$ cat src/rtl/gate_pkg.sv
// gate_pkg: shared definitions for the gate controller.
// State encoding, FSM type and default data/counter widths.
package gate_pkg;

  localparam int DATA_SIZE_DEF = 14;
  localparam int CNT_SIZE_DEF  = 16;

  localparam logic [1:0] IDLE    = 2'd0;
  localparam logic [1:0] DELAY   = 2'd1;
  localparam logic [1:0] OPEN    = 2'd2;
  localparam logic [1:0] HOLDOFF = 2'd3;

  typedef enum logic [1:0] {
    S_IDLE    = IDLE,
    S_DELAY   = DELAY,
    S_OPEN    = OPEN,
    S_HOLDOFF = HOLDOFF
  } state_t;

endpackage

$ cat src/rtl/gate_ctrl_if.sv
// gate_ctrl_if: trigger/config/sample bundle into the gate controller
// and gate/data/status bundle out to the gate buffer.
interface gate_ctrl_if #(
  parameter int DATA_SIZE = gate_pkg::DATA_SIZE_DEF,
  parameter int CNT_SIZE  = gate_pkg::CNT_SIZE_DEF
) ();

  logic                 i_enable;
  logic                 i_trigger;
  logic [CNT_SIZE-1:0]  i_delay;
  logic [CNT_SIZE-1:0]  i_width;
  logic [CNT_SIZE-1:0]  i_holdoff;
  logic [DATA_SIZE-1:0] i_data;
  logic [DATA_SIZE-1:0] o_data;
  logic                 o_gate;
  logic                 o_busy;
  logic                 o_done;
  logic                 o_trig_miss;

  modport master (
    output i_enable, i_trigger, i_delay,
    output i_width, i_holdoff, i_data,
    input  o_data, o_gate, o_busy,
    input  o_done, o_trig_miss
  );

  modport slave (
    input  i_enable, i_trigger, i_delay,
    input  i_width, i_holdoff, i_data,
    output o_data, o_gate, o_busy,
    output o_done, o_trig_miss
  );

endinterface

$ cat src/rtl/gate_counter.sv
// gate_counter: loadable saturating down-counter shared by
// the DELAY, OPEN and HOLDOFF states.
module gate_counter #(
  parameter int CNT_SIZE = gate_pkg::CNT_SIZE_DEF
) (
  input  logic                i_clock,
  input  logic                i_reset,
  input  logic                i_clr,
  input  logic                i_load,
  input  logic [CNT_SIZE-1:0] i_value,
  input  logic                i_dec,
  output logic                o_zero
);

  logic [CNT_SIZE-1:0] r_count;

  // clear beats load beats decrement; decrement stops at zero
  always_ff @(posedge i_clock or negedge i_reset) begin
    if (!i_reset) begin
      r_count <= '0;
    end else if (i_clr) begin
      r_count <= '0;
    end else if (i_load) begin
      r_count <= i_value;
    end else if (i_dec && (r_count != '0)) begin
      r_count <= r_count - CNT_SIZE'(1);
    end
  end

  assign o_zero = (r_count == '0);

endmodule

$ cat src/rtl/gate_ctrl.sv
// gate_ctrl: trigger -> delay -> gate window -> holdoff sequencer
// with a one-stage registered sample path aligned to the gate.
module gate_ctrl #(
  parameter int DATA_SIZE = gate_pkg::DATA_SIZE_DEF,
  parameter int CNT_SIZE  = gate_pkg::CNT_SIZE_DEF
) (
  input  logic       i_clock,
  input  logic       i_reset,
  gate_ctrl_if.slave bus
);

  import gate_pkg::*;

  localparam logic [CNT_SIZE-1:0] ONE = CNT_SIZE'(1);

  state_t               r_state;
  logic [CNT_SIZE-1:0]  r_width;
  logic [CNT_SIZE-1:0]  r_hold;
  logic [DATA_SIZE-1:0] r_data;
  logic                 r_gate;
  logic                 r_busy;
  logic                 r_done;
  logic                 r_done_pend;
  logic                 r_trig_miss;

  logic                w_accept;
  logic                w_zero;
  logic                w_clr;
  logic                w_load;
  logic                w_dec;
  logic [CNT_SIZE-1:0] w_val;

  assign w_accept = bus.i_enable & bus.i_trigger & (r_state == S_IDLE);

  gate_counter #(.CNT_SIZE(CNT_SIZE)) u_cnt (
    .i_clock (i_clock),
    .i_reset (i_reset),
    .i_clr   (w_clr),
    .i_load  (w_load),
    .i_value (w_val),
    .i_dec   (w_dec),
    .o_zero  (w_zero)
  );

  // counter control: load (value-1) on entry to each timed state
  always_comb begin
    w_clr  = ~bus.i_enable;
    w_load = 1'b0;
    w_dec  = 1'b0;
    w_val  = '0;
    if (bus.i_enable) begin
      unique case (r_state)
        S_IDLE: begin
          if (w_accept) begin
            if (bus.i_width != '0) begin
              w_load = 1'b1;
              w_val  = (bus.i_delay != '0) ? bus.i_delay - ONE
                                           : bus.i_width - ONE;
            end else if (bus.i_holdoff != '0) begin
              w_load = 1'b1;
              w_val  = bus.i_holdoff - ONE;
            end
          end
        end
        S_DELAY: begin
          if (w_zero) begin
            w_load = 1'b1;
            w_val  = r_width - ONE;
          end else begin
            w_dec = 1'b1;
          end
        end
        S_OPEN: begin
          if (w_zero) begin
            w_load = (r_hold != '0);
            w_val  = r_hold - ONE;
          end else begin
            w_dec = 1'b1;
          end
        end
        S_HOLDOFF: begin
          w_dec = 1'b1;
        end
      endcase
    end
  end

  // sequencer state plus registered outputs, which lag the state by one edge
  always_ff @(posedge i_clock or negedge i_reset) begin
    if (!i_reset) begin
      r_state     <= S_IDLE;
      r_width     <= '0;
      r_hold      <= '0;
      r_data      <= '0;
      r_gate      <= 1'b0;
      r_busy      <= 1'b0;
      r_done      <= 1'b0;
      r_done_pend <= 1'b0;
      r_trig_miss <= 1'b0;
    end else begin
      r_data      <= bus.i_data;
      r_trig_miss <= bus.i_trigger & ~w_accept;
      if (!bus.i_enable) begin
        r_state     <= S_IDLE;
        r_gate      <= 1'b0;
        r_busy      <= 1'b0;
        r_done      <= 1'b0;
        r_done_pend <= 1'b0;
      end else begin
        r_gate      <= (r_state == S_OPEN);
        r_busy      <= (r_state != S_IDLE);
        r_done      <= r_done_pend;
        r_done_pend <= 1'b0;
        unique case (r_state)
          S_IDLE: begin
            if (w_accept) begin
              r_width <= bus.i_width;
              r_hold  <= bus.i_holdoff;
              if (bus.i_width == '0) begin
                r_done_pend <= 1'b1;
                r_state <= (bus.i_holdoff != '0) ? S_HOLDOFF : S_IDLE;
              end else if (bus.i_delay != '0) begin
                r_state <= S_DELAY;
              end else begin
                r_state <= S_OPEN;
              end
            end
          end
          S_DELAY: begin
            if (w_zero) r_state <= S_OPEN;
          end
          S_OPEN: begin
            if (w_zero) begin
              r_done_pend <= 1'b1;
              r_state <= (r_hold != '0) ? S_HOLDOFF : S_IDLE;
            end
          end
          S_HOLDOFF: begin
            if (w_zero) r_state <= S_IDLE;
          end
        endcase
      end
    end
  end

  assign bus.o_data      = r_data;
  assign bus.o_gate      = r_gate;
  assign bus.o_busy      = r_busy;
  assign bus.o_done      = r_done;
  assign bus.o_trig_miss = r_trig_miss;

endmodule

$ cat src/flat_wrapper.sv
// flat-port wrapper written by rule: the top's interface ports become plain ports
module gate_ctrl_flat import gate_pkg::*;
#(
  parameter int DATA_SIZE = gate_pkg::DATA_SIZE_DEF,
  parameter int CNT_SIZE  = gate_pkg::CNT_SIZE_DEF
)
  (i_clock, i_reset, bus_i_enable, bus_i_trigger, bus_i_delay, bus_i_width, bus_i_holdoff, bus_i_data, bus_o_data, bus_o_gate, bus_o_busy, bus_o_done, bus_o_trig_miss);
  gate_ctrl_if #(.DATA_SIZE(DATA_SIZE), .CNT_SIZE(CNT_SIZE)) bus_i ();
  input  logic i_clock;
  input  logic i_reset;
  input wire logic [$bits(bus_i.i_enable)-1:0] bus_i_enable;
  input wire logic [$bits(bus_i.i_trigger)-1:0] bus_i_trigger;
  input wire logic [$bits(bus_i.i_delay)-1:0] bus_i_delay;
  input wire logic [$bits(bus_i.i_width)-1:0] bus_i_width;
  input wire logic [$bits(bus_i.i_holdoff)-1:0] bus_i_holdoff;
  input wire logic [$bits(bus_i.i_data)-1:0] bus_i_data;
  output wire logic [$bits(bus_i.o_data)-1:0] bus_o_data;
  output wire logic [$bits(bus_i.o_gate)-1:0] bus_o_gate;
  output wire logic [$bits(bus_i.o_busy)-1:0] bus_o_busy;
  output wire logic [$bits(bus_i.o_done)-1:0] bus_o_done;
  output wire logic [$bits(bus_i.o_trig_miss)-1:0] bus_o_trig_miss;
  assign bus_i.i_enable = bus_i_enable;
  assign bus_i.i_trigger = bus_i_trigger;
  assign bus_i.i_delay = bus_i_delay;
  assign bus_i.i_width = bus_i_width;
  assign bus_i.i_holdoff = bus_i_holdoff;
  assign bus_i.i_data = bus_i_data;
  assign bus_o_data = bus_i.o_data;
  assign bus_o_gate = bus_i.o_gate;
  assign bus_o_busy = bus_i.o_busy;
  assign bus_o_done = bus_i.o_done;
  assign bus_o_trig_miss = bus_i.o_trig_miss;
  gate_ctrl #(.DATA_SIZE(DATA_SIZE), .CNT_SIZE(CNT_SIZE)) u_core (.i_clock(i_clock), .i_reset(i_reset), .bus(bus_i));
endmodule
$ cat config.mk
export PLATFORM = sky130hd
export DESIGN_NAME = gate_ctrl_flat
export DESIGN_NICKNAME = d
export VERILOG_FILES = /design/src/rtl/gate_pkg.sv /design/src/rtl/gate_ctrl_if.sv /design/src/rtl/gate_counter.sv /design/src/rtl/gate_ctrl.sv /design/src/flat_wrapper.sv
export SDC_FILE = /design/constraint.sdc
export NUM_CORES = 1
export LEC_CHECK = 0
export CAP_MARGIN = 20
export CORE_MARGIN = 2
export CORE_UTILIZATION = 30
export DETAILED_ROUTE_END_ITERATION = 10
export HOLD_SLACK_MARGIN = 0.15
export PLACE_DENSITY = 0.55
export SYNTH_ARGS = -nofsm -noshare
export SYNTH_HDL_FRONTEND = slang
export SYNTH_SLANG_ARGS = --single-unit
$ cat constraint.sdc
create_clock -name i_clock -period 2.3 [get_ports i_clock]
set_input_delay 0.575 -clock i_clock [delete_from_list [all_inputs] [get_ports i_clock]]
set_output_delay 0.575 -clock i_clock [all_outputs]
set_load 0.03 [all_outputs]
* Word-level counts from Yosys, hierarchy flattened
Index checks and enable logic that the tools add are counted.
** Storage, ports and cells
- Bits in registers :: 69
- Input port bits :: 66
- Output and inout port bits :: 18
- Word-level logic and storage cells :: 78
** Cells by class
- $add $sub $neg :: 6
- Eq/ne operators :: 8
- Mux-type cells :: 37
- Bitwise operators :: 4
- Reduce and logical (&&, ||, !) cells :: 13
** Operators by type and width (number)
- 16-bit two-way mux :: 9
- 16-bit by 1-bit subtractor with 16-bit output, second input constant :: 6
- 16-bit nonzero test :: 5
- 16-bit case mux with 3 select lines :: 1
- 16-bit logical NOT :: 2
- 2-bit two-way mux :: 9
- 1-bit two-way mux :: 14
- 3-bit != test, second input constant :: 3
- 2-bit case mux with 4 select lines :: 1
- 2-bit == test, second input constant :: 2
- 1-bit case mux with 2 select lines :: 2
- 4-bit AND reduction :: 1
- 1-bit AND :: 3
- 3-bit by 1-bit != test with 1-bit output, second input constant :: 1
- 3-bit by 2-bit != test with 1-bit output, second input constant :: 1
- 1-bit case mux with 3 select lines :: 1
- 3-bit AND reduction :: 1
- 2-bit by 1-bit == test with 1-bit output, second input constant :: 1
- 2-bit logical NOT :: 1
- 2-bit nonzero test :: 1
- 2-bit OR reduction :: 1
- 1-bit logical AND :: 1
- 1-bit NOT :: 1

* Depth between registers and ports, before layout
- Depth in word-level cells :: 8
- Gate-level depth with buffers :: 14
- Gate-level depth less buffers :: 12

* Hierarchy
From an unflattened synthesis, not the netlist that was laid out.
** Unflattened totals
- Cells, all modules :: 644
- Area total of the unflattened synthesis :: 5112.4 µm²
** Modules (own cells, without submodules)
- gate_ctrl :: instances 1, cells an instance 520, area each 4040.1 µm², seq. area each 1326.3 µm²
- gate_counter :: instances 1, cells an instance 124, area each 1072.3 µm², seq. area each 400.4 µm²

* Worst setup path after synthesis
Ideal clock, no wire load.
- Path type :: input to register
- From :: input bus_i_delay[6]
- To :: register u_core.u_cnt.r_count[10]
- Library setup time :: 69 ps
- Arrival :: 3347 ps
- Data required time :: 2231 ps
- Path slack :: -1116 ps
- Stages :: 14
- Buffers on the path :: 2
- Cell sequence :: nor3_1 > and4_1 > and2_1 > buf_2 > buf_2 > a21oi_1 > ha_1 > nand2_1 > a2111o_1 > a2111oi_0 > mux2_2 > a31oi_1 > o21ai_0 > nand3_1
** Between the ends
- Longest elaborated chain between the ends :: 7
- Elaborated cells between the ends (all ways) :: 8
- Classes of those cells :: 1 x add/sub; 6 x mux; 1 x reduce/logical
** Ends and longest elaborated chain
- start, declared :: RTL line flat_wrapper.sv:13 : input wire logic [$bits(bus_i.i_delay)-1:0] bus_i_delay;
- 16-bit by 1-bit subtractor with 16-bit output or 16-bit nonzero test (tied branches) :: RTL line gate_ctrl.sv:57 : w_val = (bus.i_delay != '0) ? bus.i_delay - ONE
- 16-bit two-way mux (*) :: RTL line gate_ctrl.sv:57
- 16-bit two-way mux (*) :: RTL line gate_ctrl.sv:55 : if (bus.i_width != '0) begin
- 16-bit two-way mux (*) :: RTL line gate_ctrl.sv:54 : if (w_accept) begin
- 16-bit case mux with 3 select lines (*) :: RTL line gate_ctrl.sv:52 : unique case (r_state)
- 16-bit two-way mux (*) :: RTL line gate_counter.sv:23 : end else if (i_load) begin
- 16-bit two-way mux (*) :: RTL line gate_counter.sv:21 : end else if (i_clr) begin
- end signal, assigned :: RTL line gate_counter.sv:24 : r_count <= i_value;
- end signal, assigned :: RTL line gate_counter.sv:26 : r_count <= r_count - CNT_SIZE'(1);
- end, declared :: RTL line gate_counter.sv:15 : logic [CNT_SIZE-1:0] r_count;
Every way passes the cells marked *; elsewhere a longest branch is shown, timed or not.
A chain may end at the register's enable or synchronous reset.

* Worst setup path in the final report
- From :: register u_core.u_cnt.r_count[6]
- To :: register u_core.u_cnt.r_count[1]
** Between the ends
- Longest elaborated chain between the ends :: 6
- Elaborated cells between the ends (all ways) :: 16
- Classes of those cells :: 1 x eq/ne; 12 x mux; 3 x reduce/logical
** Ends and longest elaborated chain
- 16-bit logical NOT :: RTL line gate_counter.sv:30 : assign o_zero = (r_count == '0);
- 1-bit two-way mux (on tied branches) :: RTL line gate_ctrl.sv:66, gate_ctrl.sv:74
- 1-bit case mux with 2 select lines or 1-bit case mux with 3 select lines (tied branches) :: RTL line gate_ctrl.sv:52
- 1-bit two-way mux :: RTL line gate_ctrl.sv:51 : if (bus.i_enable) begin
- 1-bit logical AND or 16-bit two-way mux (tied branches) :: RTL line gate_counter.sv:25, gate_counter.sv:23
- 3-bit by 1-bit != test with 1-bit output (no line) or 16-bit two-way mux (tied branches)
Several ways; a longest one is shown, not always the timed one.

==> metrics.sh <==
FINALNETCOUNT=943
CLOCK_SLEW_SEEN_BY_THE_REGISTERS_OF_THE_WORST_SETUP_AND_HOLD_PATHS_NS=0.05
DRV_SLEW=0
IO-PIN-COUNT=84
GRT_ANTENNA_BEFORE_REPAIR=0
WORSTPATHMAXFANOUT=8
ROUTEDWLPERCELL_UM=17.6
DETAILEDROUTE.FIRSTITERATIONVIOLATIONS=384
SYNTH_ENABLE_FLOP_CELLS=0
WORST-ENDPOINT-REQUIRED_NS=2.52
SYNTHESIS.INSTANCES=582
SYN2LAYOUT_AREA_GROWTH_PCT=73.1
POWER.IR.VDD_WORST_uV=455
HP-CLASS='in2async'
FINAL_SETUP_VIO_COUNT=16
RELSLEWSLACK=0.630
GRT_FIRST_PASS_WIRELENGTH_MM=30.0
FINAL_SKEW_NS=0.00978
P_LEAK_nW=3.64
FINAL.MIN_CLOCK_PERIOD_NS=2.63
START_UTIL=0.309
YS_SEQ_ELEMENTS=69
TIMING.CRITICAL_PATH.FROM_TYPE='flip-flop'
DRC=0
PRIMARY_FLIP_FLOP_CELL_CHOSEN_BY_SYNTHESIS_MAPPING='dfrtp_1'
STATUS='finished, violations left'
SYNTH_ASYNC_SR_FLOP_SHARE=1.00
GRT_PASS1_VIAS=5713
VIAS_PER_CELL=5.20
CTS_SINKS=69
DRV.MAX_CAP_VIOLATION_COUNT=0
SYN_NETS=658
TRITONCTS='done'
CATEGORY_OF_THE_MOST_CRITICAL_SETUP_PATH='reg2reg'
WORSTMARGINPINSLEW_NS=0.556
PWR_DENSITY_CELL_nW_PER_UM2=1010
BUFFER_PORTS.INSERTED=83
FINAL_DESIGN_AREA_NO_FILL_SQ_UM=8160
POSTROUTEANTENNANETS=0
MAX_FREQ_MHz=380
YOSYSUNIQUECELLTYPES=71
FINALSETUPTNS_NS=-3.83
RSZ0062_AT_GRT='true'
CHIPHEIGHT_UM=129
SETUP_CRIT_END_KIND='flip-flop'
PLACE_HPWL_MM=15.0
SYNTH-SEQ-AREA-SHARE=0.366
ROWS=45
WORST-ENDPOINT-ARRIVAL_NS=2.85
NUM_ANTENNA_CELLS=0
GLOBALROUTEOVERFLOWTOTAL=0
MAXIMUM_NUMBER_OF_PINS_ON_ONE_NET_BEFORE_GLOBAL_ROUTE_REPAIR=48
TOTAL_CORE_AREA_SQ_UM=15300
FILLERINSTANCES=1403
CLK_LATENCY_NS=0.34
DRT_FIRST_PASS_ITERS=6
SYN_AVG_CELL_AREA_SQ_UM=8.10
CTS.PATH.MAX_BUFFERS=2
FINAL-HOLD-VIOLATION-COUNT=0
FINAL_LAYOUT_SIZE_SUFFIX_GT1_FRAC=0.375
CLOCK_TREE.HTREE_LEVEL_COUNT=3
GPL.FINAL_WEIGHTED_CONGESTION=0.954
DIEWIDTH_UM=129
MIN_PERIOD_OVER_PERIOD=1.14
OVERALL_VIA_COUNT_FROM_DETAIL_ROUTE=5626
ROUTED_WL_MM=19.1
PLACEMENT.CELL_AREA_SQ_UM=7300
TIMING.FINAL.WS_SETUP_NS=-0.329
FP.DIEAREA_SQ_UM=16700
CTS_ROOT_BUFFER='clkbuf_16'
TRITONCTS.NUM_BUFFERS=9
GRT_USE_TOTAL=0.235
YOSYSWARNINGS=0
VIOLATIONS_IN_THE_FINAL_REPORTS='setup timing'
POST_SYNTH_INSTANCE_AREA_SQ_UM=4720
==> cell usage after synthesis, types with 2 or more instances <==
cell type	count	share of area
dfrtp_1	69	0.37
nand2_1	125	0.099
xnor2_1	25	0.046
buf_2	3	0.0032
buf_1	2	0.0016
a2111oi_0	2	0.0037
a31oi_1	8	0.011
a22o_1	2	0.0037
and2_1	7	0.0093
o311ai_0	2	0.0037
and3_1	6	0.0080
nand3_1	17	0.018
a21oi_1	24	0.025
a311oi_1	2	0.0037
o21ai_0	28	0.030
nor2_1	43	0.034
clkbuf_1	14	0.011
o221ai_1	2	0.0037
or2_2	2	0.0027
xor2_1	27	0.050
inv_1	14	0.011
o211ai_1	7	0.011
nor4_1	17	0.023
a211oi_1	11	0.018
nor3_1	26	0.028
nand4_1	3	0.0040
nand3b_1	4	0.0064
nand2b_1	5	0.0066
a211o_1	3	0.0056
a21o_1	3	0.0048
or4_1	6	0.0096
ha_1	10	0.027
o22ai_1	7	0.0093
a222oi_1	8	0.017
nor3b_1	3	0.0048
or3_1	10	0.013
==> worst max-delay path, cell delays in order (launching register included) <==
cell and delay (ns):
dfrtp_1 0.38, or3_1 0.43, or4_1 0.55, nor2_1 0.15, buf_4 0.14, a22oi_2 0.09, nor2_4 0.27, nand3_1 0.20
a32o_1 0.30
==> state kept, by name (all words and copies together), names as in the netlist <==
register and cells:
u_core.bus.o_busy 1, u_core.r_hold 16, u_core.bus.o_trig_miss 1, u_core.u_cnt.r_count 16, u_core.r_done_pend 1, u_core.r_width 16, u_core.bus.o_done 1, u_core.bus.o_gate 1
u_core.r_state 2, u_core.bus.o_data 14
==> worst paths after layout <==
kind / from / to / slack [ns] / cells past startpoint
max: u_core.u_cnt.r_count[6]$_DFFE_PN0P_ / u_core.u_cnt.r_count[1]$_DFFE_PN0P_ / -0.33 / 8
min: i_reset / u_core.bus.o_data[13]$_DFF_PN0_ / 0.21 / 1
max reg2reg: u_core.u_cnt.r_count[6]$_DFFE_PN0P_ / u_core.u_cnt.r_count[1]$_DFFE_PN0P_ / -0.33 / 8
min reg2reg: u_core.r_done_pend$_DFF_PN0_ / u_core.bus.o_done$_DFF_PN0_ / 0.47 / 1
max in group asynchronous: i_reset / u_core.r_width[13]$_DFFE_PN0P_ / 1.41 / 2
min in group i_clock: u_core.r_done_pend$_DFF_PN0_ / u_core.bus.o_done$_DFF_PN0_ / 0.47 / 1
==> power by group <==
part / internal (mW) / total, mW / switching [mW]
logic: 2.32 / 4.86 / 2.55
registers: 1.65 / 1.93 / 0.285
clock network: 0.893 / 1.42 / 0.530
==> cells in the final DEF, fill, tap and decap left out, drive strengths merged, types with 5 or more instances in the layout <==
master | Yosys | routed
clkdlybuf4s50 | 0 | 41
dfrtp | 69 | 69
clkbuf | 15 | 14
and2 | 7 | 7
a31oi | 8 | 8
and3 | 6 | 6
or4 | 7 | 7
a211oi | 11 | 11
xor2 | 27 | 27
o211ai | 7 | 7
xnor2 | 25 | 25
nand3 | 18 | 18
a21oi | 24 | 24
buf | 5 | 232
nand2b | 5 | 5
inv | 14 | 14
ha | 10 | 10
a222oi | 8 | 8
o22ai | 7 | 7
dlygate4sd2 | 0 | 15
nor4 | 18 | 18
o21ai | 29 | 29
or3 | 11 | 11
nor3 | 27 | 27
nand2 | 125 | 125
nor2 | 44 | 44
==> timing repair <==
| item | in CTS | in global routing |
|---|---|---|
| buffers inserted | 19 | 8 |
| pin swaps | 46 | 25 |
| endpoints found under the setup margin | 18 | 17 |
| gates resized for setup | 174 | 45 |
| hold buffers | 0 | 0 |
==> metrics by stage <==
stage                     setup WS (ns)  hold slack, ns  total power [mW]   util  cells
after floorplan                  -0.599           0.279              4.04      -    582
after global placement           -0.995           0.437              6.28  0.479   1043
after detailed placement          -1.07           0.458              6.33  0.479   1043
after CTS                        -0.379           0.221              8.00  0.521   1076
after global routing             -0.430           0.255              8.76  0.535   1082
final                            -0.329           0.211              8.22  0.535   1082
==> cells by family after synthesis <==
kind of cell	after synthesis	synth area share
xor+xnor	52	0.0966
flops	69	0.366
simple gates	285	0.289
buf+inv	35	0.0289
mux	2	0.00451
fa+ha+maj	10	0.0265
compound gates	129	0.189
==> layer usage <==
| layer | track usage | vias up | part of all wire |
|---|---|---|---|
| li1 | - | 2681 | - |
| met1 | 0.310 | 2723 | 0.44 |
| met2 | 0.377 | 174 | 0.46 |
| met3 | 0.0351 | 48 | 0.051 |
| met4 | 0.114 | 0 | 0.043 |
| met5 | 0 | - | 0 |
==> final cells by class <==
type,instances,area [sq um],share of cell area
timing repair buffer,294,2500,0.306
multi-input combinational,478,3310,0.406
tap,211,264,0.0323
inverter,15,56.3,0.00690
clock buffer,12,256,0.0314
sequential,69,1730,0.212
clock inverter,3,45.0,0.00552
Note: power is estimated with default switching activity, not from simulation.
